**config.mk**
```make
export PLATFORM = sky130hd
export DESIGN_NAME = hex_counter_ctrl_flat
export DESIGN_NICKNAME = d
export VERILOG_FILES = /design/src/rtl/hex_counter_ctrl_if.sv /design/src/rtl/hex_counter_ctrl.sv /design/src/flat_wrapper.sv
export SDC_FILE = /design/constraint.sdc
export NUM_CORES = 1
export LEC_CHECK = 0
export CORE_MARGIN = 2
export CORE_UTILIZATION = 57
export DETAILED_ROUTE_END_ITERATION = 12
export GPL_ROUTABILITY_DRIVEN = 1
export PLACE_DENSITY = 0.87
export SETUP_SLACK_MARGIN = 0.5
export SLEW_MARGIN = 20
export SYNTH_ARGS = -nofsm -noshare
export SYNTH_HDL_FRONTEND = slang
export SYNTH_SLANG_ARGS = --single-unit
```
**constraint.sdc**
```tcl
create_clock -name clock -period 2.7 [get_ports clock]
set_input_delay 0.54 -clock clock [delete_from_list [all_inputs] [get_ports clock]]
set_output_delay 0.54 -clock clock [all_outputs]
set_load 0.005 [all_outputs]
```
**src/rtl/hex_counter_ctrl_if.sv**
```systemverilog
// Board-side signals of the hex counter: slide switches, push-buttons and the
// two seven-segment displays plus the run indicator.
interface hex_counter_ctrl_if;
    logic [7:0] inputs;
    logic       load_n;
    logic       start_stop_n;
    logic       up_down;
    logic [6:0] hex1;
    logic [6:0] hex0;
    logic       running;

    modport master (
        output inputs, load_n, start_stop_n, up_down,
        input  hex1, hex0, running
    );

    modport slave (
        input  inputs, load_n, start_stop_n, up_down,
        output hex1, hex0, running
    );
endinterface

```
**src/rtl/hex_counter_ctrl.sv**
```systemverilog
// Two-digit hex up/down counter with run/stop and load buttons, stepping once
// every PRESCALE clocks while running and driving active-low 7-segment digits.
module hex_counter_ctrl #(
    parameter int unsigned PRESCALE = 50_000_000
) (
    input logic              clock,
    input logic              reset,
    hex_counter_ctrl_if.slave bus
);
    localparam int unsigned PW = $clog2(PRESCALE);
    localparam logic [PW-1:0] PRESC_LAST = PW'(PRESCALE - 1);

    typedef enum logic {StIdle, StRun} state_e;

    state_e        state_q;
    logic          running_q;
    logic [7:0]    count_q;
    logic [PW-1:0] presc_q;
    logic [1:0]    load_sync_q;
    logic [1:0]    ss_sync_q;
    logic [1:0]    dir_sync_q;
    logic          load_prev_q;
    logic          ss_prev_q;

    logic load_press;
    logic ss_press;
    logic tick;

    // A press is a falling edge of the synchronized level.
    assign load_press = load_prev_q & ~load_sync_q[1];
    assign ss_press   = ss_prev_q & ~ss_sync_q[1];
    assign tick       = (state_q == StRun) && (presc_q == PRESC_LAST);

    always_ff @(posedge clock or posedge reset) begin
        if (reset) begin
            state_q     <= StIdle;
            running_q   <= 1'b0;
            count_q     <= 8'h00;
            presc_q     <= '0;
            load_sync_q <= 2'b11;
            ss_sync_q   <= 2'b11;
            dir_sync_q  <= 2'b11;
            load_prev_q <= 1'b1;
            ss_prev_q   <= 1'b1;
        end else begin
            load_sync_q <= {load_sync_q[0], bus.load_n};
            ss_sync_q   <= {ss_sync_q[0], bus.start_stop_n};
            dir_sync_q  <= {dir_sync_q[0], bus.up_down};
            load_prev_q <= load_sync_q[1];
            ss_prev_q   <= ss_sync_q[1];

            if (ss_press) begin
                state_q   <= (state_q == StIdle) ? StRun : StIdle;
                running_q <= (state_q == StIdle);
            end

            // Load beats a coincident tick.
            if (load_press) begin
                count_q <= bus.inputs;
            end else if (tick) begin
                count_q <= dir_sync_q[1] ? count_q + 8'd1 : count_q - 8'd1;
            end

            if (load_press || ss_press || state_q == StIdle || tick) begin
                presc_q <= '0;
            end else begin
                presc_q <= presc_q + PW'(1);
            end
        end
    end

    function automatic logic [6:0] seg7(input logic [3:0] d);
        logic [6:0] s;
        s = 7'h7F;
        unique case (d)
            4'h0: s = 7'h40;
            4'h1: s = 7'h79;
            4'h2: s = 7'h24;
            4'h3: s = 7'h30;
            4'h4: s = 7'h19;
            4'h5: s = 7'h12;
            4'h6: s = 7'h02;
            4'h7: s = 7'h78;
            4'h8: s = 7'h00;
            4'h9: s = 7'h10;
            4'hA: s = 7'h08;
            4'hB: s = 7'h03;
            4'hC: s = 7'h46;
            4'hD: s = 7'h21;
            4'hE: s = 7'h06;
            4'hF: s = 7'h0E;
            default: s = 7'h7F;
        endcase
        return s;
    endfunction

    always_comb begin
        bus.hex1    = seg7(count_q[7:4]);
        bus.hex0    = seg7(count_q[3:0]);
        bus.running = running_q;
    end
endmodule
```
**src/flat_wrapper.sv**
```systemverilog
// flat-port wrapper written by rule: the top's interface ports become plain ports
module hex_counter_ctrl_flat 
#(
    parameter int unsigned PRESCALE = 50_000_000
)
  (clock, reset, bus_inputs, bus_load_n, bus_start_stop_n, bus_up_down, bus_hex1, bus_hex0, bus_running);
  hex_counter_ctrl_if bus_i ();
  input logic clock;
  input logic reset;
  input wire logic [$bits(bus_i.inputs)-1:0] bus_inputs;
  input wire logic [$bits(bus_i.load_n)-1:0] bus_load_n;
  input wire logic [$bits(bus_i.start_stop_n)-1:0] bus_start_stop_n;
  input wire logic [$bits(bus_i.up_down)-1:0] bus_up_down;
  output wire logic [$bits(bus_i.hex1)-1:0] bus_hex1;
  output wire logic [$bits(bus_i.hex0)-1:0] bus_hex0;
  output wire logic [$bits(bus_i.running)-1:0] bus_running;
  assign bus_i.inputs = bus_inputs;
  assign bus_i.load_n = bus_load_n;
  assign bus_i.start_stop_n = bus_start_stop_n;
  assign bus_i.up_down = bus_up_down;
  assign bus_hex1 = bus_i.hex1;
  assign bus_hex0 = bus_i.hex0;
  assign bus_running = bus_i.running;
  hex_counter_ctrl #(.PRESCALE(PRESCALE)) u_core (.clock(clock), .reset(reset), .bus(bus_i));
endmodule
```
==> load_flow_metrics.sql, run 1 <==
INSERT INTO impl_metrics (metric_group, metric, value, unit) VALUES
('worst_setup_path', 'worstPathArrival', '2.68', 'ns'),
('clock_tree', 'clock_path_buffers', '2', ''),
('worst_setup_path', 'critical_path_required', '2.86', 'ns'),
('sta', 'grt_setup_unrepaired', 'true', ''),
('routing', 'drtIter0Drc', '171', ''),
('sta', 'worstMarginPinSlew', '0.534', 'ns'),
('placement', 'gpl.final_weighted_congestion', '0.866', ''),
('sta', 'timing.final.crit_share', '93.3', '%'),
('floorplanning', 'io_pins', '28', ''),
('flow_run', 'cap_violations', '0', ''),
('global_route', 'grtUsageMet2', '46.9', '%'),
('routing', 'firstDrtPassIters', '4', ''),
('yosys', 'synth_cell_types', '49', ''),
('worst_setup_path', 'timing_worst_setup_path_type', 'flip-flop to flip-flop', ''),
('clock_tree', 'clk_pin_slew', '0.08', 'ns'),
('cells_and_area', 'final_nets', '390', ''),
('sta', 'fin_worst_skew', '0.00768', 'ns'),
('yosys', 'postSynthCellCount', '290', ''),
('yosys', 'synth_fp_nets', '323', ''),
('worst_setup_path', 'cp-start-kind', 'flip-flop', ''),
('worst_setup_path', 'timing.critical_path.to_type', 'flip-flop', ''),
('sta', 'max_slew_headroom', '64.4', '%'),
('global_route', 'met3_usage', '4.70', '%'),
('status', 'run_status', 'complete, no violations', ''),
('clock_tree', 'cts_tree', 'yes', ''),
('routing', 'routed_wirelength', '7.75', 'mm'),
('cells_and_area', 'final_core_util', '80.3', '%'),
('yosys', 'ys_dominant_reg_cell', 'dfrtp_1', ''),
('clock_tree', 'worstSkewPairLatency', '0.29', 'ns'),
('yosys', 'post_synth_instance_area', '0.00272', 'mm²'),
('global_route', 'gr-usage-met1', '29.4', '%'),
('yosys', 'synth-edff-count', '0', ''),
('cells_and_area', 'nFillCells', '258', ''),
('yosys', 'share_of_flip_flops_with_an_asynchronous_set_or_reset_after_synthesis', '100', '%'),
('yosys', 'avgSynthCellArea', '9.36', 'µm²'),
('sta', 'maxClockFrequency', '0.397', 'GHz'),
('routing', 'dr_total_vias', '2480', ''),
('clock_tree', 'cts_buffers', '5', ''),
('floorplanning', 'fp.dieArea', '0.00533', 'mm²'),
('cells_and_area', 'n_antenna_cell', '0', ''),
('pwr', 'powerDensity', '520', 'mW/mm²'),
('global_route', 'grt_start_max_net_pins', '44', ''),
('global_route', 'gr-max-usage-layer', 'met2', ''),
('routing', 'routed_wire_length_per_instance', '18.8', 'µm'),
('yosys', 'post_synthesis_sequential_element_count', '43', ''),
('placement', 'detailed_place_hpwl', '3.79', 'mm'),
('global_route', 'antenna_violations_before_repair', '0', ''),
('clock_tree', 'clock_sinks', '43', ''),
('pwr', 'ir_worst_vdd', '0.000544', 'V'),
('pwr', 'static_leakage_power', '1.60', 'nW'),
('global_route', 'globalRoute.totalOverflow', '0', ''),
('sta', 'tns', '0', 'ns'),
('clock_tree', 'cts-htree-levels', '2', ''),
('floorplanning', 'row_count', '25', ''),
('sta', 'finalSetupViolations', '0', ''),
('sta', 'hold_violations', '0', ''),
('floorplanning', 'chipHeight', '73.0', 'µm'),
('routing', 'post_route_ant_nets', '0', ''),
('yosys', 'synth_sequential_area_ratio', '40.0', '%'),
('routing', 'viasPerCell', '6.02', ''),
('cells_and_area', 'share_of_cells_above_drive_strength_1', '34.6', '%'),
('global_route', 'global_route_wire_length_before_repair', '10.4', 'mm'),
('cells_and_area', 'area_growth', '37.9', '%'),
('hold_path', 'hold_path_class', 'flip-flop to flip-flop', ''),
('yosys', 'synthesis.yosys.warnings', '0', ''),
('clock_tree', 'cts_root_buffer', 'clkbuf_8', ''),
('routing', 'route.detailed.drc', '0', ''),
('global_route', 'gr-usage-all-layers', '25.7', '%'),
('sta', 'maxSlewViolCount', '0', ''),
('floorplanning', 'design.core.area', '0.00466', 'mm²'),
('sta', 'period_minus_slack', '2.52', 'ns'),
('placement', 'number_of_i_o_port_buffers', '27', ''),
('floorplanning', 'die_outline_width', '73.0', 'µm'),
('worst_setup_path', 'critical_path_peak_fanout', '5', ''),
('floorplanning', 'start_util', '58.3', '%'),
('global_route', 'first_global_vias', '2290', '');
==> what timing repair did <==
item                       CTS  global route
cloned                       0             0
setup buffers               19            16
setup endpoints to repair   48            47
resized for setup           79            49
hold buffers                 0             0
pin swaps                   10            15
==> metrics by stage <==
step | instance area, µm² | instances | hold slack [ns] | setup slack, ns | total power [mW]
floorplan | 2720 | 290 | 0.345 | 0.288 | 1.09
global placement | 3080 | 369 | 0.346 | 0.283 | 1.31
detailed placement | 3080 | 369 | 0.347 | 0.201 | 1.33
CTS | 3470 | 396 | 0.358 | 0.272 | 1.78
global route | 3740 | 412 | 0.365 | 0.0587 | 2.04
finish | 3740 | 412 | 0.358 | 0.181 | 1.95
==> layout by cell type, fill, tap and decap left out, types with 6 or more instances in the layout <==
| cell | instances |
|---|---|
| xnor2_1 | 12 |
| and3_1 | 6 |
| nand2_1 | 24 |
| mux2i_1 | 6 |
| a21oi_1 | 8 |
| nand4_1 | 6 |
| buf_6 | 13 |
| a21oi_2 | 6 |
| clkbuf_2 | 7 |
| inv_1 | 6 |
| buf_4 | 29 |
| buf_2 | 6 |
| xor2_1 | 15 |
| nand3_1 | 11 |
| nor2_1 | 38 |
| ha_4 | 14 |
| dfstp_2 | 8 |
| clkdlybuf4s50_1 | 13 |
| dfrtp_1 | 33 |
==> worst max-delay path, cell delays in order, from the launching register on <==
cell	delay [ns]
dfstp_2	0.56
clkinvlp_4	0.20
ha_4	0.31
and2_1	0.20
a221oi_4	0.31
a21o_1	0.22
a2111oi_2	0.10
nor4_2	0.36
nand3_1	0.11
==> registers in the layout, summed over array words and instances (netlist names) <==
name / count
u_core.load_prev_q: 1
u_core.ss_sync_q: 2
u_core.ss_prev_q: 1
u_core.dir_sync_q: 2
u_core.count_q: 8
u_core.presc_q: 26
u_core.bus.running: 1
u_core.load_sync_q: 2
==> cell usage after synthesis, types with 2 or more instances <==
library cell   n  share of area, %
a31oi_1        4              0.92
buf_1          2              0.28
nor3_1         4              0.74
mux4_2         2               1.7
inv_1         13               1.8
and2_1         3              0.69
or3b_2         2              0.65
xnor2_1       13               4.2
nor2_1        40               5.5
xor2_1        15               4.8
o31ai_1        2              0.55
mux2i_1        6               2.2
and3_1         6               1.4
and4_1         4               1.3
a21oi_1       13               2.4
nand2b_1       3              0.69
ha_1          19               8.8
a22o_1         3              0.97
or3_1          3              0.69
clkbuf_1       6              0.83
dfstp_2        8               7.7
o21ai_0        9               1.7
nand3_1       11               2.0
a21o_1         2              0.55
dfrtp_1       35                32
nor2b_1        4              0.92
buf_2          2              0.37
or4_1          2              0.55
nor4_1         3              0.69
nand2_1       26               3.6
nand4_1        6               1.4
a32o_1         2              0.74
==> cell type report <==
cell class                      count  area [µm²]  area share [%]
Inverter                           13        70.1            1.87
Multi-Input combinational cell    223        1830            48.8
Sequential cell                    43        1090            29.1
Tap cell                           54        67.6            1.80
Timing Repair Buffer               71         608            16.2
Clock buffer                        7        76.3            2.04
Clock inverter                      1        5.00           0.134
==> metal layers <==
metal,vias to the layer above,wire (µm),part of all wire (%)
met5,-,0,0
met4,0,392,5.1
met3,36,285,3.7
met2,83,4060,52
met1,1223,3010,39
li1,1138,-,-
==> worst paths after layout <==
path | cells after the start | slack (ns) | start | to
setup / recovery | 8 | 0.18 | u_core.dir_sync_q[1]$_DFF_PP1_ | u_core.count_q[7]$_DFFE_PP0P_
hold / removal | 0 | 0.36 | u_core.ss_sync_q[0]$_DFF_PP1_ | u_core.ss_sync_q[1]$_DFF_PP1_
setup reg to reg | 8 | 0.18 | u_core.dir_sync_q[1]$_DFF_PP1_ | u_core.count_q[7]$_DFFE_PP0P_
hold reg to reg | 0 | 0.36 | u_core.ss_sync_q[0]$_DFF_PP1_ | u_core.ss_sync_q[1]$_DFF_PP1_
max in group asynchronous | 3 | 1.62 | reset | u_core.count_q[4]$_DFFE_PP0P_
min in group asynchronous | 3 | 0.69 | reset | u_core.presc_q[3]$_DFF_PP0_
==> report_power, final <==
part	switching [mW]	internal, mW
Combinational	0.401	0.404
Clock	0.204	0.181
Sequential	0.0663	0.690
==> kinds of logic (layout without fill, tap and decap cells) <==
family                     Yosys count  count (layout)  synth area share (%)
adders and majority gates           20              20                  9.49
AOI/OAI and AO/OA                   42              42                  10.1
buffers and inverters               24              92                  3.69
and+or+nand+nor                    124             124                  23.4
muxes                                9               9                  4.29
DFF                                 43              43                  40.0
xor gates and xnor gates            28              28                  9.03
No activity file was read; power rests on OpenSTA's default activity.
==> run 2: changes to the inputs <==
TNS_END_PERCENT = 50   (was not set)
==> load_flow_metrics.sql, run 2 (same netlist as run 1, synthesis figures left out) <==
INSERT INTO impl_metrics (metric_group, metric, value, unit) VALUES
('global_route', 'antenna_violations_before_repair', '0', ''),
('worst_setup_path', 'critical_path_peak_fanout', '5', ''),
('floorplanning', 'start_util', '58.3', '%'),
('cells_and_area', 'largest_register_ffs', '26', ''),
('sta', 'fin_worst_skew', '0.00683', 'ns'),
('clock_tree', 'worstSkewPairLatency', '0.30', 'ns'),
('worst_setup_path', 'timing_worst_setup_path_type', 'flip-flop to flip-flop', ''),
('cells_and_area', 'final_cell_mix', '32 x dfrtp_1, 29 x buf_4, 25 x nand2_1', ''),
('global_route', 'grt_start_max_net_pins', '44', ''),
('hold_path', 'hold_path_class', 'flip-flop to flip-flop', ''),
('pwr', 'power.internal', '1.34', 'mW'),
('placement', 'detailed_place_hpwl', '3.77', 'mm'),
('sta', 'maxSlewViolCount', '0', ''),
('worst_setup_path', 'timing.critical_path.to_type', 'flip-flop', ''),
('routing', 'drtIter0Drc', '174', ''),
('sta', 'worstMarginPinSlew', '0.575', 'ns'),
('global_route', 'globalRoute.totalOverflow', '0', ''),
('cells_and_area', 'share_of_cells_above_drive_strength_1', '36.1', '%'),
('floorplanning', 'fp.dieArea', '0.00533', 'mm²'),
('placement', 'number_of_i_o_port_buffers', '27', ''),
('sta', 'grt_setup_unrepaired', 'true', ''),
('cells_and_area', 'n_antenna_cell', '0', ''),
('cells_and_area', 'final_nets', '387', ''),
('clock_tree', 'clock_path_buffers', '2', ''),
('clock_tree', 'cts_buffers', '5', ''),
('global_route', 'gr-usage-all-layers', '24.7', '%'),
('routing', 'routed_wire_length_per_instance', '20.0', 'µm'),
('worst_setup_path', 'critical_path.cell_chain', 'clkinvlp_4, buf_6, ha_4, and2_4, nand3b_1, buf_4, a21oi_4, nor3_2, nor4_2, nand3_1', ''),
('floorplanning', 'chipHeight', '73.0', 'µm'),
('sta', 'finalSetupViolations', '0', ''),
('pwr', 'static_leakage_power', '1.60', 'nW'),
('sta', 'tns', '0', 'ns'),
('pwr', 'powerDensity', '537', 'mW/mm²'),
('routing', 'route.detailed.drc', '0', ''),
('flow_run', 'cap_violations', '0', ''),
('clock_tree', 'cts_tree', 'yes', ''),
('cells_and_area', 'area_growth', '42.1', '%'),
('routing', 'viasPerCell', '6.22', ''),
('routing', 'firstDrtPassIters', '6', ''),
('status', 'run_status', 'complete, no violations', ''),
('worst_setup_path', 'cp_top_family', 'simple AND/OR/NAND/NOR gates', ''),
('pwr', 'sequentialPowerShare', '36.9', '%'),
('floorplanning', 'die_outline_width', '73.0', 'µm'),
('clock_tree', 'cts_root_buffer', 'clkbuf_8', ''),
('pwr', 'power.share.switching', '35.5', '%'),
('clock_tree', 'cts-htree-levels', '2', ''),
('cells_and_area', 'most_common_library_cell_in_the_layout_ignoring_fill_and_taps', 'dfrtp_1', ''),
('worst_setup_path', 'critical_path_required', '2.85', 'ns'),
('placement', 'gpl.final_weighted_congestion', '0.852', ''),
('sta', 'hold_violations', '0', ''),
('placement', 'detailed_place.area', '0.00308', 'mm²'),
('clock_tree', 'clock_sinks', '43', ''),
('cells_and_area', 'fin_cells', '409', ''),
('routing', 'dr_total_vias', '2544', ''),
('routing', 'post_route_ant_nets', '0', ''),
('cells_and_area', 'largest-register', 'u_core.presc_q', ''),
('global_route', 'global_route_wire_length_before_repair', '10.3', 'mm'),
('sta', 'max_slew_headroom', '61.7', '%'),
('routing', 'routed_wirelength', '8.18', 'mm'),
('cells_and_area', 'final_cell_area_excluding_filler_cells', '0.00386', 'mm²'),
('global_route', 'first_global_vias', '2286', ''),
('sta', 'timing.final.crit_share', '92.8', '%'),
('pwr', 'ir_worst_vdd', '0.000536', 'V'),
('clock_tree', 'clk_pin_slew', '0.08', 'ns'),
('worst_setup_path', 'worstPathBufferInverterCount', '3', ''),
('floorplanning', 'io_pins', '28', ''),
('worst_setup_path', 'worstPathArrival', '2.66', 'ns'),
('worst_setup_path', 'crit_path_top_delay_cell', 'dfstp_2', ''),
('pwr', 'power.switching', '0.736', 'mW'),
('worst_setup_path', 'critical-path-max-stage-delay', '0.60', 'ns'),
('placement', 'numPlacedInstances', '369', ''),
('floorplanning', 'row_count', '25', ''),
('cells_and_area', 'reg_top3', 'u_core.presc_q x26, u_core.count_q x8', ''),
('pwr', 'power.combinational.fraction', '42.9', '%'),
('pwr', 'pwr-share-clk', '20.2', '%'),
('worst_setup_path', 'cp-start-kind', 'flip-flop', ''),
('sta', 'period_minus_slack', '2.51', 'ns'),
('clock_tree', 'post_cts_hold_buffer_count', '0', ''),
('floorplanning', 'design.core.area', '0.00466', 'mm²'),
('sta', 'maxClockFrequency', '0.399', 'GHz');
## run 2: cell types whose count changed in the layout (fill, tap and decap cells not counted), sizes merged
cell           previous run  this run
clkinv                    2         1
clkdlybuf4s15             0         2
dlygate4sd2               1         7
clkdlybuf4s50            13        14
inv                      11        12
buf                      50        43
clkbuf                   14         9
## run 2: path summary, 6_finish.rpt
kind	startpoint	end	slack, ns	cells past startpoint
setup / recovery	u_core.dir_sync_q[1]$_DFF_PP1_	u_core.count_q[7]$_DFFE_PP0P_	0.19	10
hold / removal	u_core.ss_sync_q[0]$_DFF_PP1_	u_core.ss_sync_q[1]$_DFF_PP1_	0.36	0
setup reg to reg	u_core.dir_sync_q[1]$_DFF_PP1_	u_core.count_q[7]$_DFFE_PP0P_	0.19	10
hold reg to reg	u_core.ss_sync_q[0]$_DFF_PP1_	u_core.ss_sync_q[1]$_DFF_PP1_	0.36	0
max in group asynchronous	reset	u_core.count_q[4]$_DFFE_PP0P_	1.62	3
min in group asynchronous	reset	u_core.count_q[2]$_DFFE_PP0P_	0.67	3
## run 2: worst reg2reg max path, delay by kind of cell, from the launching register on
kind	cells	cell delay, ns
flops	1	0.60
fa+ha+maj	1	0.26
compound gates	1	0.18
buf+inv	3	0.55
simple gates	5	0.78
## run 2: repair_timing
action                     4_1_cts  5_1_grt
cloned                           0        3
setup endpoints to repair       48       48
gates resized for setup         62       68
setup buffers                   16       13
pin swaps                        8       29
## run 2: cell type report
class,count,area (µm²)
clock inverters,1,5.00
clock buffers,7,86.3
fillers,243,802
well taps,54,67.6
repair buffers,68,632
flip-flops and latches,43,1090
multi-input cells,223,1910
inverters,13,65.1
## run 2: power by group through the flow
stage	clock network (mW)	registers (mW)	logic, mW
3_5_place_dp	0	0.756	0.570
4_1_cts	0.421	0.744	0.620
5_1_grt	0.457	0.771	0.946
3_3_place_gp	0	0.754	0.554
2_1_floorplan	0	0.744	0.348
6_report	0.419	0.766	0.889
## run 2: metrics by stage
step | hold slack, ns | utilization (%) | setup slack, ns | power [mW]
finish | 0.359 | 82.8 | 0.195 | 2.07
global route | 0.366 | 82.8 | 0.115 | 2.17
CTS | 0.361 | 73.1 | 0.317 | 1.79
detailed placement | 0.349 | 66.2 | 0.198 | 1.33
global placement | 0.346 | 66.2 | 0.279 | 1.31
floorplan | 0.345 | - | 0.288 | 1.09
## run 2: metal layers
metal	part of all wire, %	vias up	GRT usage, %	wire length (µm)
met4	4.2	0	8.23	341
met5	0	-	0	0
li1	-	1137	-	-
met3	5.5	31	4.14	454
met1	38	1250	30.1	3070
met2	53	126	44.2	4320
==> run 3: changes to the inputs <==
CAP_MARGIN = 10   (was not set)
==> results of run 3 <==
Final layout, timing and power as in run 2 (identical DEF).
